$ cat config.mk
export PLATFORM = sky130hd
export DESIGN_NAME = pearson_msg_serializer
export DESIGN_NICKNAME = d
export VERILOG_FILES = /design/src/rtl/pearson_msg_serializer.sv
export SDC_FILE = /design/constraint.sdc
export NUM_CORES = 1
export LEC_CHECK = 0
export CORE_AREA = 2 2 92 94
export CTS_CLUSTER_DIAMETER = 200
export DETAILED_ROUTE_END_ITERATION = 10
export DIE_AREA = 0 0 94 96
export PLACE_DENSITY = 0.9
export REMOVE_ABC_BUFFERS = 1
export SYNTH_ARGS = -nofsm -noshare
export SYNTH_HDL_FRONTEND = slang
export SYNTH_SLANG_ARGS = --single-unit
$ cat constraint.sdc
create_clock -name clock -period 2.5 [get_ports clock]
set_input_delay 0.75 -clock clock [delete_from_list [all_inputs] [get_ports clock]]
set_output_delay 0.75 -clock clock [all_outputs]
set_load 0.005 [all_outputs]
$ cat src/rtl/pearson_msg_serializer.sv
// rtl/pearson_msg_serializer.sv - message block to byte stream serializer for the Pearson hash stage
// Emits one byte per downstream handshake, flagging first/last bytes, with a done pulse per message.
module pearson_msg_serializer #(
  parameter int MSG_BYTES = 8
) (
  input  logic                           clock,
  input  logic                           reset_n,
  input  logic [8*MSG_BYTES-1:0]         msg_in,
  input  logic [$clog2(MSG_BYTES+1)-1:0] msg_len,
  input  logic                           in_valid,
  output logic                           in_ready,
  input  logic                           abort,
  output logic [7:0]                     byte_out,
  output logic                           byte_valid,
  output logic                           byte_first,
  output logic                           byte_last,
  input  logic                           byte_ready,
  output logic [$clog2(MSG_BYTES+1)-1:0] byte_count,
  output logic                           done,
  output logic                           busy
);

  localparam int LEN_W = $clog2(MSG_BYTES + 1);

  typedef enum logic [1:0] {
    IDLE = 2'd0,
    SEND = 2'd1,
    DONE = 2'd2
  } state_t;

  state_t                 state;
  logic [8*MSG_BYTES-1:0] shreg;
  logic [LEN_W-1:0]       remaining;
  logic [LEN_W-1:0]       count_q;
  logic                   out_of_reset;
  logic [LEN_W-1:0]       eff_len;

  // Out-of-range lengths fall back to a full block rather than being rejected.
  always_comb begin
    eff_len = msg_len;
    if (msg_len == '0 || msg_len > LEN_W'(MSG_BYTES))
      eff_len = LEN_W'(MSG_BYTES);
  end

  always_ff @(posedge clock or negedge reset_n) begin
    if (!reset_n) begin
      state        <= IDLE;
      shreg        <= '0;
      remaining    <= '0;
      count_q      <= '0;
      out_of_reset <= 1'b0;
    end else begin
      out_of_reset <= 1'b1;
      case (state)
        IDLE: begin
          if (in_valid && in_ready && !abort) begin
            shreg     <= msg_in;
            remaining <= eff_len;
            count_q   <= '0;
            state     <= SEND;
          end
        end
        SEND: begin
          if (abort) begin
            shreg     <= '0;
            remaining <= '0;
            count_q   <= '0;
            state     <= IDLE;
          end else if (byte_ready) begin
            shreg     <= shreg >> 8;
            remaining <= remaining - LEN_W'(1);
            count_q   <= count_q + LEN_W'(1);
            if (remaining == LEN_W'(1))
              state <= DONE;
          end
        end
        DONE: begin
          if (abort)
            count_q <= '0;
          state <= IDLE;
        end
        default: state <= IDLE;
      endcase
    end
  end

  // Outputs are pure decodes of registered state, so they never depend on current inputs.
  assign in_ready   = (state == IDLE) && out_of_reset;
  assign byte_valid = (state == SEND);
  assign byte_out   = (state == SEND) ? shreg[7:0] : 8'h00;
  assign byte_first = (state == SEND) && (count_q == '0);
  assign byte_last  = (state == SEND) && (remaining == LEN_W'(1));
  assign byte_count = count_q;
  assign done       = (state == DONE);
  assign busy       = (state != IDLE);

endmodule

-- Word level (Yosys, flattened, before mapping)
Index checks and enable logic that the tools add are counted.
- magnitude comparators: 1
- add/subtract/negate cells: 2
- eq/ne operators: 7
- reductions and logical operators: 16
- muxes and demuxes: 20
- operator list (cell ; number):
    64-bit two-way mux ; 3
    64-bit case mux with 2 select lines ; 1
    4-bit two-way mux ; 8
    4-bit case mux with 3 select lines ; 1
    4-bit logical NOT ; 2
    2-bit two-way mux ; 4
    8-bit two-way mux ; 1
    4-bit case mux with 2 select lines ; 1
    3-bit by 2-bit inequality test with 1-bit output (second input constant) ; 2
    3-bit AND reduction ; 2
    1-bit logical AND ; 5
    4-bit by 1-bit adder with 4-bit output (second input constant) ; 1
    4-bit by 1-bit == test with 1-bit output (second input constant) ; 1
    4-bit > comparator (second input constant) ; 1
    2-bit inequality test (second input constant) ; 2
    2-bit case mux with 2 select lines ; 1
    4-bit AND reduction ; 1
    2-bit nonzero test ; 2
    4-bit by 1-bit subtractor with 4-bit output (second input constant) ; 1
    3-bit nonzero test ; 1
    2-bit by 1-bit == test with 1-bit output (second input constant) ; 1
    2-bit == test (second input constant) ; 1
    2-bit logical NOT ; 1
    1-bit logical NOT ; 1
    1-bit logical OR ; 1
- register bits after elaboration: 75
- bits of input ports: 73

-- Depth between registers and ports, before layout
- word-level depth: 6
- depth in mapped cells: 8
- depth with buffers taken out: 5

-- Least setup slack after synthesis
Ideal clock, no wire load.
- path type: flip-flop to output port
- start point: reg state[1]
- end point: out byte_first
- required time: 1.750 ns
- buffers on the path: 4
- arrival: 1.352 ns
- slack: 0.398 ns
- cell stages (with the launch flop): 7
- cell sequence: dfrtp_1 > buf_6 > nand2b_4 > buf_6 > buf_2 > buf_2 > nor4b_1
- longest elaborated chain between the ends: 2
- RTL lines (element ; RTL line ; source):
    start: declaration ; 31 ; state_t state;
    start signal: assignment ; 47 ; state <= IDLE;
    start signal: assignment ; 60 ; state <= SEND;
    start signal: assignment ; 68 ; state <= IDLE;
    2-bit by 1-bit == test with 1-bit output ; 91 ; assign byte_first = (state == SEND) && (count_q == '0);
    1-bit logical AND ; 91 ;
    end: declaration ; 15 ; output logic byte_first,
No other way between the ends.

-- Worst setup path in the final report
- start point: reg state[1]
- end point: out byte_out[2]
- longest elaborated chain between the ends: 2
- RTL lines (element ; RTL line ; source):
    2-bit by 1-bit == test with 1-bit output ; 90 ; assign byte_out = (state == SEND) ? shreg[7:0] : 8'h00;
    8-bit two-way mux ; 90 ;
    end: declaration ; 13 ; output logic [7:0] byte_out,
No other way between the ends.

==> flow_summary_export.csv <==
group,metric,value,unit
floorplanning,die-area,9020,um2
sta,hold_viol,0,
clock_tree,ctsResizeCount,1,
sta,finalCriticalPeriod,2410,ps
floorplanning,core,8050,um2
synthesis,synth_top_area_share,48.0,%
synthesis,yosysSeqAreaShare,48.0,%
global_route,grt_max_degree,129,
critical_path,reg2reg_slack,330,ps
critical_path,cp_max_fo,10,
synthesis,avgSynthCellArea,8.97,um2
critical_path,arrival,1660,ps
sta,setup_ws,90.0,ps
sta,fin_setup_tns,0,ps
place,pre_cts_ws,151,ps
synthesis,async_reset_ff_share,100,%
route,drtPass1Iterations,4,
clock_tree,postCtsSetupBuffers,0,
sta,timing.fmax,415,MHz
sta,tightestPinTransition,1200,ps
critical_path,ff2ff_path_depth,4,
clock_tree,clockBufferDepth,2,
floorplanning,start_util,48.6,%
critical_path,worstSetupStartpointType,"flop",
route,drcViolationCount,0,
outcome,status,"completed",
synthesis,synth_most_common_cell,"nand2_1",
route,wl_per_cell,13.7,um
power,vdd_drop_max,322,uV
route,initialDrtViolationCount,217,
floorplanning,die_x,94,um
route,ant_nets,0,
sta,maxSlewHeadroom,19.7,%
layout,finalCoreUtilization,62.7,%
clock_tree,cts_tree,"yes",
synthesis,synth_commonest_cells,"nand2_1 (78), dfrtp_1 (75), a21oi_1 (63)",
layout,syn_to_final_growth,29.1,%
critical_path,cp_cell_sequence,"nand2b_4 -> inv_6 -> and2_1 -> clkdlybuf4s50_1",
route,vias,3215,
route,via_per_inst,5.17,
clock_tree,htreeDepth,3,
synthesis,synth_ff_type,"dfrtp_1",
layout,ff_latch_area,1880,um2
layout,antenna_cells,0,
critical_path,crit_required,1750,ps
synthesis,synth_warnings,0,
sta,final.setup_skew,7.29,ps
synthesis,yosysTopAreaCell,"dfrtp_1",
synthesis,ys_ff_latch,75,
clock_tree,clkTransAtPathRegs,70,ps
global_route,grt_overflow,0,
sta,fin_crit_sh,96.4,%
clock_tree,numCtsBuffers,9,
place,io_buffers,90,
layout,multi_input_area,1760,um2
critical_path,r2r-start,"state[0]",
synthesis,synth.distinct_cells,37,
synthesis,synthTopCellsByArea,"dfrtp_1 (48%), nor3b_1 (11%), a21oi_1 (8.1%), nand2_1 (7.5%), o21ai_0 (4.4%)",
floorplanning,pin_count,91,
clock_tree,root_buffer,"clkbuf_8",
sta,setup_violations,0,
global_route,grt_pass1_vias,3084,
global_route,grt.total_usage,20.0,%
clock_tree,clock_latency,340,ps
critical_path,cp-end-kind,"output port",
worst_hold_path,hp-class,"input pin to asynchronous set/reset pin",
critical_path,critPathKind,"flop to output port",
layout,nNetsFinal,589,
layout,fillers,711,
clock_tree,clkSinkCount,75,
sta,rsz0062_at_grt,"no",
critical_path,cpPeakStageDelay,510,ps
power,power_density,635,nW/um2
synthesis,syn_inst,436,
place,place_hpwl,5780,um
global_route,grt_pass1_wl,14200,um
place,gp_congestion,0.766,
critical_path,reg2reg_to,"byte_count[0]",
critical_path,path_delay_family,"buffers and inverters",
route,routed_wl,8550,um
floorplanning,fp-row-count,33,
clock_tree,cts_hold_buf,0,
floorplanning,die_h,96,um
global_route,antenna_found_initial,0,
synthesis,synth_enable_flop_cells,0,
synthesis,syn-cell-area,3910,um2
critical_path,crit_buf_inv,2,
sta,final_max_slew_viol_count,0,
critical_path,slowest_stage,"clkdlybuf4s50_1",
power,p_leak,2.09,nW
layout,drive_gt1_share,8.12,%
flow_run,cap_violations,0,
==> flip-flops by register name, summed over array words and instances, names as in the netlist <==
signal        flops
out_of_reset      1
shreg            64
remaining         4
state             2
byte_count        4
==> cells by family (layout without fill, tap and decap cells) <==
family	count (synthesis)	after routing	share of synthesized area [%]
adders and majority gates	4	4	1.28
and+or+nand+nor	171	171	24.6
muxes	2	2	0.544
AOI/OAI and AO/OA	136	136	18.2
other	1	1	0.0959
DFF	75	75	48.0
buffers and inverters	47	128	7.33
==> worst max-delay path by stage <==
stage | endpoint | slack (ps) | cells past startpoint | from
finish | byte_out[2] | 90 | 4 | state[1]
global route | byte_last | 2 | 5 | remaining[1]
CTS | byte_out[2] | 7 | 4 | state[0]
detailed placement | shreg[63] | 150 | 7 | byte_ready
global placement | shreg[57] | 170 | 7 | byte_ready
floorplan | remaining[2] | -800 | 4 | abort
==> worst register-to-register path, delay by kind of cell (launching register included) <==
family | cells | cell delay [ps]
buffers and inverters | 1 | 870
flip-flops | 1 | 470
multiplexers | 1 | 320
AND/OR/NAND/NOR | 2 | 400
==> cell type report <==
type                       instances  share of cell area, %
timing repair buffer             103                   20.7
clock buffer                      11                   2.80
sequential                        75                   37.2
inverter                           9                  0.768
clock inverter                     5                   1.04
multi-input combinational        314                   34.9
tap                              105                   2.60
==> routing by layer <==
metal / vias up / wire length (um) / global-route usage (%)
li1: 1657 / - / -
met1: 1468 / 3810 / 26.1
met2: 78 / 4190 / 33.3
met3: 12 / 399 / 3.37
met4: 0 / 147 / 8.45
met5: - / 0 / 0
==> stage by stage <==
step	total power, mW	hold slack [ps]	std cells	instance area [um2]
floorplan	1.98	431	398	3660
global placement	2.28	440	606	4840
detailed placement	2.33	448	606	4840
CTS	3.24	373	622	5040
global route	3.40	395	622	5050
finish	3.21	363	622	5050
==> power breakdown <==
part / internal, mW / switching, mW
logic: 0.384 / 0.339
clock network: 0.483 / 0.420
registers: 1.46 / 0.125
total: 2.32 / 0.883
==> layout by cell type, fill, tap and decap left out, types with 2 or more instances in the layout <==
master            n
a21oi_1          63
a31oi_1           4
and2_1            9
buf_12            4
buf_4            10
clkbuf_8         10
clkdlybuf4s50_1  87
clkinv_2          3
dfrtp_1          74
ha_1              4
inv_1             8
nand2_1          78
nand3_1           8
nor2_1            4
nor2b_1           2
nor3_1            3
nor3b_1          57
o21ai_0          34
o21ai_1          28
Power figures use the tool's default switching activity.
